### config.mk
export PLATFORM = sky130hd
export DESIGN_NAME = multicycle_control_unit
export DESIGN_NICKNAME = d
export VERILOG_FILES = /design/src/rtl/multicycle_control_unit.sv
export SDC_FILE = /design/constraint.sdc
export NUM_CORES = 1
export LEC_CHECK = 0
export BUFFER_PORTS_ARGS = -buffer_cell sky130_fd_sc_hd__buf_2
export CAP_MARGIN = 20
export CORE_AREA = 2 2 39 41
export DETAILED_ROUTE_END_ITERATION = 8
export DIE_AREA = 0 0 41 43
export PLACE_DENSITY = 0.79
export SKIP_CTS_REPAIR_TIMING = 1
export SYNTH_ARGS = -nofsm -noshare
export SYNTH_HDL_FRONTEND = slang
export SYNTH_SLANG_ARGS = --single-unit
### constraint.sdc
create_clock -name clk -period 2.4 [get_ports clk]
set_input_delay 0.12 -clock clk [delete_from_list [all_inputs] [get_ports clk]]
set_output_delay 0.12 -clock clk [all_outputs]
set_load 0.03 [all_outputs]
### src/rtl/multicycle_control_unit.sv
// Moore control FSM for a multicycle MIPS-style datapath (fetch, decode, execute, memory, write-back).
// Optional retired-instruction counter enabled by defining PERF_CNT_EN.
module multicycle_control_unit #(
   parameter int CNT_W = 32
) (
   input  logic       clk,
   input  logic       rst_n,
   input  logic [5:0] opcode,
   input  logic       zero,
   input  logic       mem_ready,
   output logic       pc_write,
   output logic [1:0] pc_src,
   output logic       iord,
   output logic       mem_read,
   output logic       mem_write,
   output logic       ir_write,
   output logic       reg_dst,
   output logic       mem_to_reg,
   output logic       reg_write,
   output logic       alu_src_a,
   output logic [1:0] alu_src_b,
   output logic [2:0] alu_op,
   output logic [3:0] state,
   output logic       illegal
`ifdef PERF_CNT_EN
  ,output logic [CNT_W-1:0] retired_cnt
`endif
);

   typedef enum logic [3:0] {
      FETCH   = 4'd0,
      DECODE  = 4'd1,
      MEM_ADR = 4'd2,
      MEM_RD  = 4'd3,
      MEM_WB  = 4'd4,
      MEM_WR  = 4'd5,
      R_EXEC  = 4'd6,
      R_WB    = 4'd7,
      BRANCH  = 4'd8,
      I_EXEC  = 4'd9,
      I_WB    = 4'd10,
      JUMP    = 4'd11
   } state_t;

   localparam logic [5:0] OP_R     = 6'b000000;
   localparam logic [5:0] OP_LW    = 6'b100011;
   localparam logic [5:0] OP_SW    = 6'b101011;
   localparam logic [5:0] OP_BEQ   = 6'b000100;
   localparam logic [5:0] OP_BNE   = 6'b000101;
   localparam logic [5:0] OP_ADDI  = 6'b001000;
   localparam logic [5:0] OP_ADDIU = 6'b001001;
   localparam logic [5:0] OP_ANDI  = 6'b001100;
   localparam logic [5:0] OP_ORI   = 6'b001101;
   localparam logic [5:0] OP_SLTI  = 6'b001010;
   localparam logic [5:0] OP_SLTIU = 6'b001011;
   localparam logic [5:0] OP_J     = 6'b000010;

   state_t curState;
   state_t nextState;
   logic   illegalNext;

   assign state = curState;

   // State register and the one-cycle illegal-opcode pulse, cleared asynchronously by reset.
   always_ff @(posedge clk or negedge rst_n) begin
      if (!rst_n) begin
         curState <= FETCH;
         illegal  <= 1'b0;
      end else begin
         curState <= nextState;
         illegal  <= illegalNext;
      end
   end

   // Next-state logic: opcode decode in DECODE, memory handshake waits in FETCH/MEM_RD/MEM_WR.
   always_comb begin
      nextState   = FETCH;
      illegalNext = 1'b0;
      case (curState)
         FETCH:   nextState = mem_ready ? DECODE : FETCH;
         DECODE: begin
            case (opcode)
               OP_R:            nextState = R_EXEC;
               OP_LW, OP_SW:    nextState = MEM_ADR;
               OP_BEQ, OP_BNE:  nextState = BRANCH;
               OP_ADDI, OP_ADDIU, OP_ANDI,
               OP_ORI, OP_SLTI, OP_SLTIU: nextState = I_EXEC;
               OP_J:            nextState = JUMP;
               default: begin
                  nextState   = FETCH;
                  illegalNext = 1'b1;
               end
            endcase
         end
         MEM_ADR: nextState = (opcode == OP_LW) ? MEM_RD : MEM_WR;
         MEM_RD:  nextState = mem_ready ? MEM_WB : MEM_RD;
         MEM_WB:  nextState = FETCH;
         MEM_WR:  nextState = mem_ready ? FETCH : MEM_WR;
         R_EXEC:  nextState = R_WB;
         R_WB:    nextState = FETCH;
         BRANCH:  nextState = FETCH;
         I_EXEC:  nextState = I_WB;
         I_WB:    nextState = FETCH;
         JUMP:    nextState = FETCH;
         default: nextState = FETCH;
      endcase
   end

   // Moore output decode; fetch strobes are masked by rst_n so nothing is written while reset is held.
   always_comb begin
      pc_write   = 1'b0;
      pc_src     = 2'b00;
      iord       = 1'b0;
      mem_read   = 1'b0;
      mem_write  = 1'b0;
      ir_write   = 1'b0;
      reg_dst    = 1'b0;
      mem_to_reg = 1'b0;
      reg_write  = 1'b0;
      alu_src_a  = 1'b0;
      alu_src_b  = 2'b00;
      alu_op     = 3'b000;
      case (curState)
         FETCH: begin
            mem_read  = 1'b1;
            alu_src_b = 2'b01;
            ir_write  = mem_ready & rst_n;
            pc_write  = mem_ready & rst_n;
         end
         DECODE:  alu_src_b = 2'b11;
         MEM_ADR: begin
            alu_src_a = 1'b1;
            alu_src_b = 2'b10;
         end
         MEM_RD: begin
            iord     = 1'b1;
            mem_read = 1'b1;
         end
         MEM_WB: begin
            reg_write  = 1'b1;
            mem_to_reg = 1'b1;
         end
         MEM_WR: begin
            iord      = 1'b1;
            mem_write = 1'b1;
         end
         R_EXEC: begin
            alu_src_a = 1'b1;
            alu_op    = 3'b010;
         end
         R_WB: begin
            reg_write = 1'b1;
            reg_dst   = 1'b1;
         end
         BRANCH: begin
            alu_src_a = 1'b1;
            alu_op    = 3'b001;
            pc_src    = 2'b01;
            pc_write  = (opcode == OP_BEQ) ? zero : ~zero;
         end
         I_EXEC: begin
            alu_src_a = 1'b1;
            alu_src_b = 2'b10;
            case (opcode)
               OP_ANDI:           alu_op = 3'b100;
               OP_ORI:            alu_op = 3'b101;
               OP_SLTI, OP_SLTIU: alu_op = 3'b110;
               default:           alu_op = 3'b000;
            endcase
         end
         I_WB:    reg_write = 1'b1;
         JUMP: begin
            pc_write = 1'b1;
            pc_src   = 2'b10;
         end
         default: ;
      endcase
   end

`ifdef PERF_CNT_EN
   logic retire;

   // An instruction retires when leaving a final state; stores retire only when memory completes.
   always_comb begin
      retire = 1'b0;
      case (curState)
         MEM_WB, R_WB, I_WB, BRANCH, JUMP: retire = 1'b1;
         MEM_WR:                           retire = mem_ready;
         default:                          retire = 1'b0;
      endcase
   end

   // Retired-instruction counter, wraps modulo 2^CNT_W.
   always_ff @(posedge clk or negedge rst_n) begin
      if (!rst_n)
         retired_cnt <= '0;
      else if (retire)
         retired_cnt <= retired_cnt + 1'b1;
   end
`endif

endmodule

==> summary.txt <==
Run status
  – Status: completed

STA
  – Setup_tns: 0 ps
  – Worst-Margin Slew: 463.1 ps
  – Fin Clk Skew: between 7 and 8 ps
  – Final Critical Period: around 1900 ps
  – RSZ-0062 raised after global routing: no
  – Final critical-path share of the clock period: 0.7837
  – Slew HR: 0.6913
  – Final Max Tran Viols: 0
  – # setup viols final: 0
  – Fmax: 531.7 MHz
  – Final Hold Viols: 0

Setup path
  – WP data required: ~2300 ps
  – CP arrival: approximately 1800 ps
  – Startpoint type of the worst setup path: flip-flop
  – Setup crit end kind: output pin
  – Setup CP Type: reg -> out
  – Top fanout value on the critical path: 16

Routing
  – Antenna-violating nets left: 0
  – Pre-Repair DR Iteration Count: 4
  – DR iter-0 viols: 19
  – Drt drc: 0
  – Vias after detailed routing: between 700 and 800
  – Met3 wire length: between 90 and 100 um
  – Met1 wire length: approximately 720 um
  – Vias/cell: 5.740
  – WL final: approximately 1600 um
  – Met2 wire length: 753 um
  – Routed wire per std cell: 12.27 um
  – Uppermost layer routed: met4

Floorplan
  – Core area: about 1400 um2
  – Die Height: 43 um
  – I/O Pins: 31
  – Die W: 41 um
  – Initial Util: 0.4241
  – Die area: 1763 um2
  – Cell Rows: 14

Logic synthesis
  – Post-synth top area share: 0.2132
  – Top_reg_cell synth: dfrtp_1
  – Mapped Area: 586.8 um2
  – Flops & latches, synth: 5
  – Syn Inst Count: 85
  – Top-count cell post-synth: nor2_1
  – Cell variety after synth: 35
  – Synth area leaders: dfrtp_1 21%, nor2_1 9.0%, nand2_1 6.4%
  – Syn Nets: 95
  – Syn_area_per_cell: a little under 7 um2
  – Most common library cells after synthesis: 14 x nor2_1, 10 x nand2_1, 7 x nor3_1, 6 x nand3_1
  – Area leader, netlist: dfrtp_1
  – FFs w/ async S/R, synth: 1.000
  – Register area share after synthesis: 0.2132
  – Number of synthesized flops with an enable pin: 0
  – Synth warn: 0

Layout
  – Antenna Cells: 0
  – Share of post-route cells with drive strength above 1: 0.3130
  – Final Net Count: roughly 130
  – Synth-to-Final Area Change: 29.21%
  – Layout fillers: 146

Global routing
  – Gr usage total: 0.1996
  – Largest net degree at the start of global routing: 17
  – First-pass GRT wire length: around 2500 um
  – Initial antenna violation count: 0
  – Vias in the first global route: 602
  – Total congestion overflow: 0

Clock tree
  – H-Tree Depth: 1
  – Root Buffer: clkbuf_4
  – CTS tree: done
  – CTS Buffer Depth: 2
  – Num CTS Buffers: 3
  – Worst-Skew Late Latency: 250 ps
  – Clk sinks: 5
  – Clock-pin slew on the worst setup and hold paths: approximately 50 ps

Placement
  – RD Place Congestion: just under 0.8
  – Post-DP HPWL: 1194 um
  – Port bufs: 30

Pwr
  – Power Total: ~0.00087 W
  – Peak supply drop: 0.6345 mV
  – Leak: between 0.3 and 0.4 nW
  – Pwr Density: 1142 nW/um2

Job
  – Max cap viols: 0

Worst hold path
  – Class of the worst hold path: in -> async
==> registers in the layout (all words and copies together) (netlist names) <==
register	cells
illegal	1
state	4
==> layer usage <==
layer,track usage,vias to the layer above
met4,0.1000,0
li1,-,373
met3,0.03141,8
met2,0.2875,38
met1,0.2769,333
met5,0,-
==> cells by family (layout without fill, tap and decap cells) <==
family / after synthesis / count (layout) / share of synthesized area
AOI/OAI and AO/OA: 21 / 21 / 0.2474
and+or+nand+nor: 49 / 49 / 0.4307
DFF: 5 / 5 / 0.2132
buffers and inverters: 8 / 38 / 0.07887
xor gates and xnor gates: 2 / 2 / 0.02986
==> metrics by stage <==
stage	instances	hold WS [ps]	utilization	setup WS, ps	cell area [um2]
4_1_cts	130	-318.3	0.5407	548.9	748.2
6_report	131	216.5	0.5479	519.2	758.2
3_3_place_gp	126	-55.42	0.5217	862.8	721.9
2_1_floorplan	85	-175.6	-	295.1	586.8
5_1_grt	131	229.0	0.5479	413.3	758.2
3_5_place_dp	126	-53.79	0.5217	824.0	721.9
==> final cells by class <==
type	instances	area, um2	share of cell area
clock buffer	4	26.28	0.03465
inverter	3	11.26	0.01485
multi-input combinational	72	415.4	0.5479
sequential	5	125.1	0.1650
tap	16	20.02	0.02640
timing repair buffer	31	160.2	0.2112
==> report_power, final <==
| part | switching (W) | internal (W) | leakage [nW] |
|---|---|---|---|
| logic | 0.000400 | 0.000180 | 0.275 |
| registers | 0.0000732 | 0.000112 | 0.0661 |
| clock network | 0.0000376 | 0.0000630 | 0.0150 |
==> worst max-delay path, stage by stage (launching register included) <==
cell and delay (ps):
dfrtp_1 520, nand2b_1 330, nor2_1 140, nand3_1 110, o22ai_1 170, buf_2 230
==> worst paths after layout <==
kind                            from         to  slack, ps  cells after the start
max                         state[2]  alu_op[1]        520                      5
min                            rst_n   state[2]        220                      2
max reg2reg                 state[1]   state[0]        850                      3
min reg2reg                 state[3]   state[0]        630                      1
max in group asynchronous      rst_n    illegal       2040                      2
min in group clk           mem_ready   state[0]        300                      4
==> cell usage in the layout (no fill, tap or decap), types with 2 or more instances in the layout <==
cell type / instances
dfrtp_1: 5
o22ai_1: 3
nand3_1: 6
clkbuf_4: 3
nand2_1: 10
buf_2: 30
a21oi_1: 5
nor2_1: 14
o2bb2ai_1: 2
nand2b_1: 5
inv_1: 2
nor3_1: 7
(Power assumes the default switching activity.)
